<file path="config.mk">
export PLATFORM = sky130hd
export DESIGN_NAME = ping_pong_ctrl_n
export DESIGN_NICKNAME = d
export VERILOG_FILES = /design/src/rtl/ping_pong_ctrl_n.sv
export SDC_FILE = /design/constraint.sdc
export NUM_CORES = 1
export LEC_CHECK = 0
export ABC_AREA = 1
export CAP_MARGIN = 25
export CORE_UTILIZATION = 35
export CTS_BUF_LIST = sky130_fd_sc_hd__clkbuf_4 sky130_fd_sc_hd__clkbuf_8
export DETAILED_ROUTE_END_ITERATION = 16
export PLACE_DENSITY = 0.6
export RECOVER_POWER = 100
export SYNTH_ARGS = -nofsm -noshare
export SYNTH_HDL_FRONTEND = slang
export SYNTH_SLANG_ARGS = --single-unit
</file>
<file path="constraint.sdc">
create_clock -name clk -period 1.8 [get_ports clk]
set_clock_uncertainty 0.1 [all_clocks]
set_input_delay 0.27 -clock clk [delete_from_list [all_inputs] [get_ports clk]]
set_output_delay 0.27 -clock clk [all_outputs]
set_load 0.01 [all_outputs]
</file>
<file path="src/rtl/ping_pong_ctrl_n.sv">
// Two-bank ping-pong sequencer for the NORTH buffer.
// The producer fills one bank while the matmul consumer drains the other bank NUM_PASSES times.
// All bank strobes are decoded combinationally from the same-cycle fire, and read data is
// valid one cycle after the read address is issued.
//
// State  | meaning (per bank)
// -------+--------------------------------------------------------------
// EMPTY  | free; the write side may start a new fill here
// FILLING| partially written; the write side is still filling it
// FULL   | fully written; waiting for the read side
// DRAINING| being read; released after the last word of the last pass
module ping_pong_ctrl_n #(
  parameter int TOTAL_MODULES = 3,
  parameter int TOTAL_DEPTH   = 16,
  parameter int NUM_PASSES    = 2,
  localparam int ADDR_WIDTH   = $clog2(TOTAL_DEPTH),
  localparam int SLICE_W      = (TOTAL_MODULES > 1) ? $clog2(TOTAL_MODULES) : 1
) (
  input  logic                  clk,
  input  logic                  rst_n,
  input  logic                  clear,
  input  logic                  in_valid,
  output logic                  in_ready,
  input  logic                  out_ready,
  output logic                  out_valid,
  output logic                  out_last,
  output logic                  rd_bank_sel,
  output logic [SLICE_W-1:0]    slicing_idx,
  output logic [1:0]            bank_full,
  output logic                  bank0_ena,
  output logic                  bank0_wea,
  output logic [ADDR_WIDTH-1:0] bank0_addra,
  output logic                  bank1_ena,
  output logic                  bank1_wea,
  output logic [ADDR_WIDTH-1:0] bank1_addra
);

  localparam int PASS_W = (NUM_PASSES > 1) ? $clog2(NUM_PASSES) : 1;

  typedef enum logic [1:0] {
    ST_EMPTY    = 2'd0,
    ST_FILLING  = 2'd1,
    ST_FULL     = 2'd2,
    ST_DRAINING = 2'd3
  } bank_state_t;

  bank_state_t             r_state [2];
  bank_state_t             w_state_nxt [2];
  logic                    r_wr_ptr;
  logic                    r_rd_ptr;
  logic [ADDR_WIDTH-1:0]   r_wr_addr;
  logic [ADDR_WIDTH-1:0]   r_rd_addr;
  logic [PASS_W-1:0]       r_pass_cnt;
  logic [SLICE_W-1:0]      r_slice;
  logic                    r_run;
  logic                    r_out_valid;
  logic                    r_out_last;
  logic                    r_rd_sel;
  logic [1:0]              r_bank_full;

  logic                    w_wr_ok;
  logic                    w_rd_ok;
  logic                    w_wr_fire;
  logic                    w_rd_fire;
  logic                    w_wr_end;
  logic                    w_rd_wrap;
  logic                    w_rd_end;

  // r_run keeps in_ready low while reset is held and until the first clock after release.
  assign w_wr_ok   = (r_state[r_wr_ptr] == ST_EMPTY) || (r_state[r_wr_ptr] == ST_FILLING);
  assign w_rd_ok   = (r_state[r_rd_ptr] == ST_FULL)  || (r_state[r_rd_ptr] == ST_DRAINING);
  assign in_ready  = r_run & w_wr_ok;
  assign w_wr_fire = in_valid & in_ready & ~clear;
  assign w_rd_fire = out_ready & w_rd_ok & ~clear;
  assign w_wr_end  = (r_wr_addr == ADDR_WIDTH'(TOTAL_DEPTH - 1));
  assign w_rd_wrap = (r_rd_addr == ADDR_WIDTH'(TOTAL_DEPTH - 1));
  assign w_rd_end  = w_rd_wrap && (r_pass_cnt == PASS_W'(NUM_PASSES - 1));

  assign out_valid   = r_out_valid;
  assign out_last    = r_out_last;
  assign rd_bank_sel = r_rd_sel;
  assign slicing_idx = r_slice;
  assign bank_full   = r_bank_full;

  // Per-bank state register.
  always_ff @(posedge clk or negedge rst_n) begin
    if (!rst_n) begin
      r_state <= '{ST_EMPTY, ST_EMPTY};
    end else if (clear) begin
      r_state <= '{ST_EMPTY, ST_EMPTY};
    end else begin
      r_state <= w_state_nxt;
    end
  end

  // Next bank state and bank strobes; the two sides never target the same bank.
  always_comb begin
    w_state_nxt = r_state;
    bank0_ena   = 1'b0;
    bank0_wea   = 1'b0;
    bank0_addra = '0;
    bank1_ena   = 1'b0;
    bank1_wea   = 1'b0;
    bank1_addra = '0;
    if (w_wr_fire) begin
      w_state_nxt[r_wr_ptr] = w_wr_end ? ST_FULL : ST_FILLING;
      if (r_wr_ptr) begin
        bank1_ena   = 1'b1;
        bank1_wea   = 1'b1;
        bank1_addra = r_wr_addr;
      end else begin
        bank0_ena   = 1'b1;
        bank0_wea   = 1'b1;
        bank0_addra = r_wr_addr;
      end
    end
    if (w_rd_fire) begin
      w_state_nxt[r_rd_ptr] = w_rd_end ? ST_EMPTY : ST_DRAINING;
      if (r_rd_ptr) begin
        bank1_ena   = 1'b1;
        bank1_addra = r_rd_addr;
      end else begin
        bank0_ena   = 1'b1;
        bank0_addra = r_rd_addr;
      end
    end
  end

  // Pointers, address/pass counters, slice index and registered read-side outputs.
  always_ff @(posedge clk or negedge rst_n) begin
    if (!rst_n) begin
      r_wr_ptr    <= 1'b0;
      r_rd_ptr    <= 1'b0;
      r_wr_addr   <= '0;
      r_rd_addr   <= '0;
      r_pass_cnt  <= '0;
      r_slice     <= '0;
      r_run       <= 1'b0;
      r_out_valid <= 1'b0;
      r_out_last  <= 1'b0;
      r_rd_sel    <= 1'b0;
      r_bank_full <= 2'b00;
    end else if (clear) begin
      r_wr_ptr    <= 1'b0;
      r_rd_ptr    <= 1'b0;
      r_wr_addr   <= '0;
      r_rd_addr   <= '0;
      r_pass_cnt  <= '0;
      r_slice     <= '0;
      r_run       <= 1'b1;
      r_out_valid <= 1'b0;
      r_out_last  <= 1'b0;
      r_rd_sel    <= 1'b0;
      r_bank_full <= 2'b00;
    end else begin
      r_run       <= 1'b1;
      r_out_valid <= w_rd_fire;
      r_out_last  <= w_rd_fire & w_rd_end;
      if (w_rd_fire) begin
        r_rd_sel <= r_rd_ptr;
      end
      if (w_wr_fire) begin
        if (w_wr_end) begin
          r_wr_addr <= '0;
          r_wr_ptr  <= ~r_wr_ptr;
          r_slice   <= (r_slice == SLICE_W'(TOTAL_MODULES - 1)) ? '0 : r_slice + SLICE_W'(1);
        end else begin
          r_wr_addr <= r_wr_addr + ADDR_WIDTH'(1);
        end
      end
      if (w_rd_fire) begin
        if (w_rd_wrap) begin
          r_rd_addr <= '0;
          if (w_rd_end) begin
            r_pass_cnt <= '0;
            r_rd_ptr   <= ~r_rd_ptr;
          end else begin
            r_pass_cnt <= r_pass_cnt + PASS_W'(1);
          end
        end else begin
          r_rd_addr <= r_rd_addr + ADDR_WIDTH'(1);
        end
      end
      for (int b = 0; b < 2; b++) begin
        r_bank_full[b] <= (w_state_nxt[b] == ST_FULL) || (w_state_nxt[b] == ST_DRAINING);
      end
    end
  end

endmodule

</file>
Yosys cells after proc, flatten, opt, wreduce, memory -nomap -nowiden
Cells that the tools add are included.
- output and inout port bits: 20
- input bits: 5
- word-level logic and storage cells: 117
- register bits: 23
- bitwise logic cells: 11
- eq/ne operators: 10
- reductions and logical operators: 16
- multiplexer cells: 59
- $add $sub $neg: 4
- order comparisons: 4
- operators with widths (cell ; count):
    2-to-1 mux 4 bit ; 17
    2-to-1 mux 2 bit ; 15
    2-to-1 mux 1 bit ; 23
    equality test 2 bit (second input constant) ; 7
    nonzero test 2 bit ; 5
    adder 4 x 1 -> 4 bit (second input constant) ; 2
    bitwise mux 4 bit ; 2
    equality test 4 bit (second input constant) ; 2
    bitwise AND 1 bit ; 6
    demux 2 bit (select 1 bit) ; 2
    >= comparator 2 bit (second input constant) ; 2
    logical OR 1 bit ; 4
    less-than comparator 2 x 1 -> 1 bit (second input constant) ; 2
    inverter 1 -> 2 bit ; 2
    AND reduction 2 bit ; 2
    logical AND 1 bit ; 3
    inverter 1 bit ; 3
    AND reduction 3 bit ; 1
    adder 2 x 1 -> 2 bit (second input constant) ; 1
    equality test 2 x 1 -> 1 bit (second input constant) ; 1
    logical NOT 2 bit ; 1
    adder 1 bit (second input constant) ; 1

Longest topological paths before layout
Gate-level depths: netlist of the first run.
- word-level depth: 15
- depth in mapped cells: 10
- depth with buffers taken out: 8

Worst setup path before layout of the first run
Ideal clock, no wire load.
- path type: register -> output
- from: register r_rd_ptr
- to: output bank1_addra[0]
- stages on the path, launching flop included: 8
- path slack: 0.230 ns
- arrival: 1.200 ns
- required time: 1.430 ns
- buffers on the path: 0
- cells stage by stage: dfrtp_1 inv_1 nand2_1 a21boi_2 nand2_1 inv_2 nand2_2 o21ai_1
- cells in the longest elaborated chain, start to end: 9
- elaborated cells between the ends (all ways): 11
- ends and longest elaborated chain (item ; line ; source):
    start: declaration ; 50 ; logic r_rd_ptr;
    start signal: assignment ; 176 ; r_rd_ptr <= ~r_rd_ptr;
    inverter 1 -> 2 bit (implied by the code) ; 71 ; assign w_rd_ok = (r_state[r_rd_ptr] == ST_FULL) || (r_state[r_rd_ptr] == ST_DRAINING);
    2-to-1 mux 2 bit (implied by the code) (3 in series) ; 71 ;
    equality test 2 bit ; 71 ;
    logical OR 1 bit ; 71 ;
    bitwise AND 1 bit (2 in series) ; 74 ; assign w_rd_fire = out_ready & w_rd_ok & ~clear;
    2-to-1 mux 4 bit * ; 117 ; if (w_rd_fire) begin
    end: declaration ; 35 ; output logic [ADDR_WIDTH-1:0] bank1_addra
Mark *: on every way between the ends. The rest lies on a longest branch, timed or not. The select of a mux whose other input is x is not followed.

Worst setup path after layout of the first run
Ends and elaborated chain as after synthesis.

==> results of run 1 <==
==> final timing paths <==
check / endpoint / slack (ns) / depth (start not counted)
min in group asynchronous: r_state[1] / 0.59 / 2
worst max-delay path: bank1_addra[0] / -0.17 / 8
worst max register to register: slicing_idx[1] / 0.19 / 7
max in group asynchronous: r_wr_ptr / 0.26 / 2
worst min-delay path: rd_bank_sel / 0.43 / 2
worst min register to register: rd_bank_sel / 0.43 / 2
==> tightest hold or removal path: cells and delay by family (launching register included) <==
| kind | cells | cell delay [ns] |
|---|---|---|
| and+or+nand+nor | 2 | 0.14 |
| DFF | 1 | 0.37 |
==> cell families after synthesis <==
group,Yosys count,share of synthesized area
AOI/OAI and AO/OA,24,0.1180
xor gates and xnor gates,4,0.03147
adders and majority gates,2,0.02247
buffers and inverters,24,0.1023
DFF,20,0.4494
other,1,0.003368
and+or+nand+nor,62,0.2730
==> power by group <==
part / total, uW / internal, uW / switching [uW]
clock network: 209 / 77.8 / 132
logic: 136 / 68.2 / 67.9
registers: 507 / 470 / 36.4
==> cell usage in the layout (no fill, tap or decap) <==
master           instances
a21boi_4                 1
a21oi_1                  1
buf_2                    9
buf_4                   26
buf_6                    9
clkbuf_1                 1
clkbuf_4                 3
clkdlybuf4s50_1          9
conb_1                   1
dfrtp_1                 18
dfrtp_2                  2
dlygate4sd2_1            1
dlygate4sd3_1            1
ha_1                     2
inv_1                   13
inv_2                    5
inv_4                    1
nand2_1                 17
nand2_2                  4
nand2_4                  5
nand3_1                 15
nand3_2                  4
nand3_4                  1
nand4_1                  2
nand4_4                  1
nor2_1                   9
nor2_2                   2
nor2_4                   1
nor3_1                   1
o21ai_0                  8
o21ai_1                  3
o21ai_2                  8
o22ai_1                  2
o31ai_1                  1
xnor2_1                  2
xor2_1                   2
==> metal layers <==
layer | wire length [um] | GRT usage | vias up
met1 | 1393 | 0.2409 | 520
met4 | 19 | 0.07143 | 0
li1 | - | - | 556
met5 | 0 | 0 | -
met2 | 1503 | 0.3350 | 20
met3 | 76 | 0.03077 | 2
==> repair_timing <==
item | in CTS | in global routing
gates cloned | 1 | 0
endpoints found under the setup margin | 13 | 13
resized for setup | 86 | 14
setup buffers | 14 | 4
pin swaps | 8 | 6
==> sequential cells by signal, summed over array words and instances, names as in the netlist, 2 cells and up <==
| signal | cells |
|---|---|
| slicing_idx | 2 |
| r_wr_addr | 4 |
| r_rd_addr | 4 |
| r_state | 2 |
==> final cells by class <==
cell class	instances	area share
multi-input combinational	93	0.3538
sequential	20	0.2932
timing repair buffer	56	0.2648
inverter	19	0.04303
tap	44	0.03209
clock buffer	3	0.01313
==> synth_stat cells (all sizes together) <==
library cell	instances	area (um^2)
nor2	12	52.55
xor2	2	17.52
o31ai	1	7.510
dfrtp	20	500.5
conb	1	3.750
nand4	3	33.78
nand2	26	112.6
ha	2	25.02
nand3	20	100.1
xnor2	2	17.52
a21boi	1	11.26
inv	19	73.83
buf	5	40.04
a21oi	1	5.000
nor3	1	5.000
o21ai	19	95.09
o22ai	2	12.51
==> per-stage QoR <==
step | instance area (um^2) | worst slack, ns
after floorplan | 1114 | 0.2299
after global placement | 1489 | -0.5229
after detailed placement | 1489 | -0.5435
after CTS | 1663 | -0.2057
after global routing | 1715 | -0.2752
final | 1715 | -0.1679
==> summary.md, run 1 <==
| Metric | Value |
|---|---|
| Status | finished, violations left |
| Failing checks | negative setup slack |
| DRC violation count after routing | 0 |
| 1st-iter DRT viols | 20 |
| Fin crit period | approximately 2.0 ns |
| CP cell instances | inv_2 -> nand2_4 -> a21boi_4 -> nand2_2 -> inv_2 -> nand2_4 -> o21ai_2 -> buf_2 |
| CTS clk-pin slew, worst paths | 0.11 ns |
| Tightest Pin Transition | 1.125 ns |
| Slowest stage delay, CP | 0.44 ns |
| Final GP Congestion | around 0.8 |
| Worst-Skew Late Latency | 0.30 ns |
| WL final | 2993 um |
| FP Rows | 20 |
| Crit. Startpoint | r_rd_ptr |
| Via density per instance | 4.672 |
| Post-Layout Cell Count | 235 |
| Max H-tree Level | 1 |
| Pin count of the biggest net entering global routing | 21 |
| Die X-Extent | 58.41 um |
| Worst min-delay path class | reg2reg |
| Area Overhead vs Synth | 54.05% |
| Initial core utilization | 0.3678 |
| Worst setup margin | -0.1679 ns |
| CTS tree | yes |
| Sequential fraction of the synthesis area | 0.4494 |
| Max Slew Vio Count | 0 |
| Placed Cells incl. Taps | 216 |
| Post-Route Utilization | 0.5665 |
| RSZ-0062 raised after global routing | true |
| Clk buf depth | 2 |
| Final antenna-violating net count | 0 |
| I/O Pins | 25 |
| Wirelength per Cell | between 10 and 15 um |
| First-pass GRT wire length | around 5100 um |
| FF/Latch Area | a little over 500 um^2 |
| Critical Path RT | 1.43 ns |
| Via Count | around 1100 |
| CP endpoint kind | output pin |
| Gr ovfl total | 0 |
| Tot Pwr | 852.1 uW |
| Fin Setup TNS | -1.442 ns |
| Synthesized instance count | 137 |
| Clock sink count | 20 |
| Critical path class | reg2out |
| Min-delay src | rd_bank_sel |
| Share of layout cells above drive strength 1 | 0.4293 |
| Fin nets | 200 |
| Die height | about 58 um |
| Inserted Clock Buffers | 3 |
| Max IR drop VDD | 0.3142 mV |
| Syn Nets | between 100 and 150 |
| Synth Register Bits | 20 |
| Fmax | between 500 and 600 MHz |
| Post-Synthesis Cell Area | 1114 um^2 |
| Filler instances | 275 |
| CP top delay family | flip-flops |
| Iteration count of the initial detailed-routing pass | 4 |
| Ys Warns | 0 |
| Root buf cell | clkbuf_4 |
| PD cells | 496.7 nW/um^2 |
| Startpoint Class | register |
| Overall Global Routing Usage | 0.1926 |
| Crit share post-route | 1.093 |
| Port Buffers | 24 |
| Crit-path slowest cell | dfrtp_1 |
| Initial antenna violation count | 0 |
| Reg-to-Reg Start | r_wr_ptr |
| Post-cts hold buffer count | 0 |
| Critical Path AT | 1.60 ns |
| Die area | 3411 um^2 |
| Maximum net fanout on the critical path | 6 |
| Hpwl dp | 1978 um |
| Core Box Area | approximately 3000 um^2 |
| Multi-input gate area | 606.8 um^2 |
| # diodes | 0 |
| Buffer and inverter count on the worst path | 3 |
| Final setup vio count | 12 |
| Vias in the first global route | 1131 |
| Post-synth cell types | 26 |
| Mean Syn Cell Area | between 8 and 9 um^2 |
| Max-capacitance violation count | 0 |
| Slew headroom | 0.2500 |
| WHS | 0.4306 ns |
| Static Leakage | 0.0008466 uW |
| Final hold vios | 0 |
(Power assumes the default switching activity.)
==> run 2, diff against run 1 <==
Settings changed: CORE_MARGIN set to 5.
==> summary.md, run 2 (same netlist as run 1, synthesis figures left out) <==
| Metric | Value |
|---|---|
| PD cells | 516.1 nW/um^2 |
| CTS tree | yes |
| Root buf cell | clkbuf_4 |
| Initial antenna violation count | 0 |
| R2R Setup Slk | 0.07 ns |
| Clock sink count | 20 |
| Slew headroom | 0.2625 |
| Slowest stage delay, CP | 0.47 ns |
| Area Overhead vs Synth | 55.62% |
| Tightest Pin Transition | ~1.1 ns |
| First-pass GRT wire length | 5071 um |
| Via density per instance | 4.693 |
| CTS clk-pin slew, worst paths | 0.11 ns |
| WHS Endpoint | rd_bank_sel |
| WL final | 3046 um |
| Port Buffers | 24 |
| Critical Path AT | 1.57 ns |
| R2r worst-path depth | 11 |
| Final setup vio count | 11 |
| Initial core utilization | 0.3648 |
| Fin nets | about 210 |
| Most frequent cells in the layout | 32 x buf_4, 19 x dfrtp_1, 18 x nand3_1 |
| R2r endpoint | r_state[3] |
| Tot Pwr | 894.4 uW |
| Hpwl dp | about 2200 um |
| 1st-iter DRT viols | 23 |
| Critical Path RT | around 1.4 ns |
| Max-capacitance violation count | 0 |
| Gr ovfl total | 0 |
| Inserted Clock Buffers | 3 |
| Max Slew Vio Count | 0 |
| Static Leakage | 0.0008784 uW |
| Max IR drop VDD | 0.4968 mV |
| Reg-to-Reg Start | r_state[1] |
| Pin count of the biggest net entering global routing | 21 |
| Final GP Congestion | 0.7585 |
| Maximum net fanout on the critical path | 5 |
| Post-Layout Cell Count | between 200 and 250 |
| Startpoint Class | register |
| Placed Cells incl. Taps | 220 |
| FP Rows | 20 |
| Fin Setup TNS | -1.242 ns |
| Hold depth | 2 |
| Die height | approximately 66 um |
| Buffer and inverter count on the worst path | 3 |
| Min-delay src | rd_bank_sel |
| Filler instances | between 200 and 300 |
| Iteration count of the initial detailed-routing pass | 4 |
| # diodes | 0 |
| Worst-Skew Late Latency | 0.29 ns |
| Multi-input gate area | 574.3 um^2 |
| Status | finished, violations left |
| Final hold vios | 0 |
| Biggest registers after layout | r_rd_addr x4, r_wr_addr x4 |
| Placed cell areas | 1519 um^2 |
| Max H-tree Level | 1 |
| Fin crit period | approximately 1.9 ns |
| FF/Latch Area | 501.7 um^2 |
| I/O Pins | 25 |
| Commonest non-fill, non-tap cell in the layout | buf_4 |
| RSZ-0062 raised after global routing | true |
| Crit-path slowest cell | dfrtp_2 |
| Critical path class | reg2out |
| Top cell by count, worst path | buf_6 |
| Failing checks | negative setup slack |
| Core Box Area | just over 3000 um^2 |
| CP cell instances | nand2_2 -> nand4_4 -> nor2_4 -> buf_6 -> nand2_4 -> buf_6 -> nand2_2 -> buf_6 |
| Overall Global Routing Usage | 0.1473 |
| Crit share post-route | 1.075 |
| Pre-CTS WS | -0.5511 ns |
| Die X-Extent | 66.41 um |
| Via Count | 1131 |
| CP endpoint kind | output pin |
| Clk buf depth | 2 |
| Worst setup margin | -0.1354 ns |
| CP top delay family | flip-flops |
| Fmax | 516.7 MHz |
| Share of layout cells above drive strength 1 | 0.4264 |
| Post-cts hold buffer count | 0 |
| Worst min-delay path class | reg2reg |
| Vias in the first global route | roughly 1100 |
| DRC violation count after routing | 0 |
| Wirelength per Cell | ~13 um |
| Fin area | 1733 um^2 |
| Final antenna-violating net count | 0 |
| Die area | 4410 um^2 |
==> run 2: tightest hold or removal path: cells and delay by family, from the launching register on <==
family           cells  cell delay [ns]
DFF                  1             0.36
and+or+nand+nor      2             0.14
==> run 2: how the worst max path moves through the flow <==
stage | start | end | slack (ns) | depth (start not counted)
floorplan | r_rd_ptr | bank1_addra[0] | 0.23 | 7
global placement | in_valid | bank0_addra[2] | -0.52 | 6
detailed placement | in_valid | bank0_addra[0] | -0.55 | 6
CTS | r_wr_ptr | bank1_ena | -0.15 | 8
global route | r_rd_ptr | bank1_addra[3] | -0.24 | 8
finish | r_wr_ptr | bank1_ena | -0.14 | 8
==> run 2: cell type report <==
class,instances,share of cell area
flip-flops and latches,20,0.2895
multi-input cells,93,0.3314
clock buffers,4,0.02094
inverters,19,0.04260
well taps,44,0.03177
repair buffers,61,0.2838
==> run 2: routing by layer <==
metal | vias up | global-route usage | share of wire
li1 | 568 | - | -
met1 | 535 | 0.1860 | 0.45
met2 | 24 | 0.2553 | 0.49
met3 | 4 | 0.01701 | 0.041
met4 | 0 | 0.05330 | 0.014
met5 | - | 0 | 0
==> run 2: metrics by stage <==
stage                     hold slack [ns]    util
after floorplan                   -0.1256       -
after global placement             0.4093  0.4975
after detailed placement           0.4091  0.4975
after CTS                          0.2025  0.5570
after global routing               0.4489  0.5676
final                              0.4302  0.5676
==> run 2: power by group <==
part	switching, uW	leakage (uW)	total [uW]	internal [uW]
logic	67.4	0.000585	133	66.0
clock network	138	0.0000210	261	123
registers	30.0	0.000272	500	470
==> run 2: what timing repair did <==
| action | 4_1_cts | 5_1_grt |
|---|---|---|
| endpoints found under the setup margin | 13 | 16 |
| buffers inserted | 14 | 5 |
| resized for setup | 80 | 9 |
| pin swaps | 10 | 10 |
==> run 3, diff against run 2 <==
Settings changed: GPL_TIMING_DRIVEN set to 0.
==> summary.md, run 3 (same netlist as run 1, synthesis figures left out) <==
| Metric | Value |
|---|---|
| Startpoint Class | register |
| Maximum net fanout on the critical path | 5 |
| Final antenna-violating net count | 0 |
| Root buf cell | clkbuf_4 |
| Overall Global Routing Usage | 0.1361 |
| Iteration count of the initial detailed-routing pass | 4 |
| Filler instances | 300 |
| Inserted Clock Buffers | 3 |
| CTS tree | yes |
| Area Overhead vs Synth | 46.85% |
| Biggest registers after layout | r_rd_addr x4, r_wr_addr x4 |
| Fin crit period | 1.954 ns |
| Slew headroom | 0.3951 |
| Max-capacitance violation count | 0 |
| FF/Latch Area | ~500 um^2 |
| Vias in the first global route | 1000 |
| 1st-iter DRT viols | 22 |
| Most frequent cells in the layout | 19 x dfrtp_1, 18 x nand2_1, 17 x buf_4 |
| Wirelength per Cell | 12.20 um |
| Max Slew Vio Count | 0 |
| Status | finished, violations left |
| DRC violation count after routing | 0 |
| Via Count | between 1000 and 1500 |
| Reg-to-Reg Start | r_rd_ptr |
| FP Rows | 20 |
| Final hold vios | 0 |
| Initial antenna violation count | 0 |
| Post-Route Utilization | 0.5357 |
| I/O Pins | 25 |
| Tot Pwr | ~870 uW |
| Gr ovfl total | 0 |
| Share of layout cells above drive strength 1 | 0.3812 |
| Failing checks | negative setup slack |
| Die X-Extent | roughly 66 um |
| Hpwl dp | 1900 um |
| Die area | 4410 um^2 |
| Final setup vio count | 11 |
| Critical path class | reg2out |
| Slowest stage delay, CP | 0.40 ns |
| Commonest non-fill, non-tap cell in the layout | dfrtp_1 |
| Crit. Startpoint | r_rd_ptr |
| Critical Path AT | roughly 1.6 ns |
| Post-cts hold buffer count | 0 |
| Clk buf depth | 2 |
| PD cells | 532.3 nW/um^2 |
| Static Leakage | 0.0008186 uW |
| Min-delay src | clear |
| Initial core utilization | 0.3648 |
| Max H-tree Level | 1 |
| Max IR drop VDD | 0.4612 mV |
| Die height | 66.41 um |
| CP endpoint kind | output pin |
| Core Box Area | between 3000 and 4000 um^2 |
| CP cell instances | buf_6 -> nand2_4 -> a21boi_2 -> buf_4 -> nand3_4 -> o21ai_2 -> buf_2 |
| Port Buffers | 23 |
| First-pass GRT wire length | around 4600 um |
| Tightest Pin Transition | 0.9045 ns |
| Worst-Skew Late Latency | roughly 0.30 ns |
| Crit-path slowest cell | dfrtp_1 |
| # diodes | 0 |
| Fin nets | between 150 and 200 |
| RSZ-0062 raised after global routing | true |
| Crit share post-route | 1.086 |
| Buffer and inverter count on the worst path | 3 |
| Via density per instance | ~4.8 |
| CTS clk-pin slew, worst paths | 0.12 ns |
| Critical Path RT | 1.43 ns |
| CP top delay family | buffers and inverters |
| Worst setup margin | -0.1540 ns |
| Pin count of the biggest net entering global routing | 21 |
| Clock sink count | 20 |
| Worst min-delay path class | in2reg |
| Fmax | 511.8 MHz |
| Final GP Congestion | between 0.8 and 0.9 |
| Multi-input gate area | between 600 and 700 um^2 |
| WL final | 2745 um |
## run 3: changes by cell type in the layout (fill, tap and decap cells not counted), moves of 2 or more
cell | before | now
buf_4 | 32 | 17
nand3_1 | 18 | 15
nor2_1 | 9 | 11
nor2_2 | 2 | 0
nand3_2 | 1 | 4
buf_2 | 9 | 11
nand2_2 | 6 | 3
## run 3: per-stage QoR
step	cells	area [um^2]	worst slack [ns]	hold slack, ns	TNS (ns)
floorplan	137	1114	0.2299	-0.1256	0
global placement	204	1399	-0.5971	0.4082	-5.912
detailed placement	204	1399	-0.6088	0.4061	-5.997
CTS	220	1551	-0.1752	0.1620	-1.544
global route	225	1635	-0.2356	0.1654	-2.316
finish	225	1635	-0.1540	0.1569	-1.352
## run 3: repair_timing
item,CTS,global route
gates cloned,1,0
pin swaps,9,9
setup endpoints to repair,13,12
gates resized for setup,79,11
setup buffers,11,5
## run 3: area by class of cell
class,count,area share
multi-input combinational,93,0.3673
sequential,20,0.3068
timing repair buffer,40,0.1959
inverter,19,0.04973
tap,44,0.03366
buffer,5,0.02448
clock buffer,4,0.02219
## run 3: layer usage
| layer | vias up | track usage | share of wire |
|---|---|---|---|
| met5 | - | 0 | 0 |
| met4 | 0 | 0.07614 | 0.023 |
| met3 | 4 | 0.02041 | 0.043 |
| met2 | 26 | 0.2144 | 0.47 |
| met1 | 505 | 0.1760 | 0.46 |
| li1 | 541 | - | - |
## run 3: worst paths after layout
check                                       to  slack [ns]  cells after the start
worst max register to register      r_state[3]        0.20                     10
worst min-delay path              bank_full[0]        0.16                      2
max in group asynchronous           r_state[1]        0.63                      1
worst max-delay path            bank0_addra[2]       -0.15                      7
worst min register to register     rd_bank_sel        0.42                      2
min in group asynchronous         r_wr_addr[2]        0.36                      1
## run 3: power breakdown
group / total [uW] / internal (uW) / switching [uW]
sequential: 498 / 470 / 27.2
clock: 262 / 123 / 138
combinational: 111 / 50.9 / 60.5
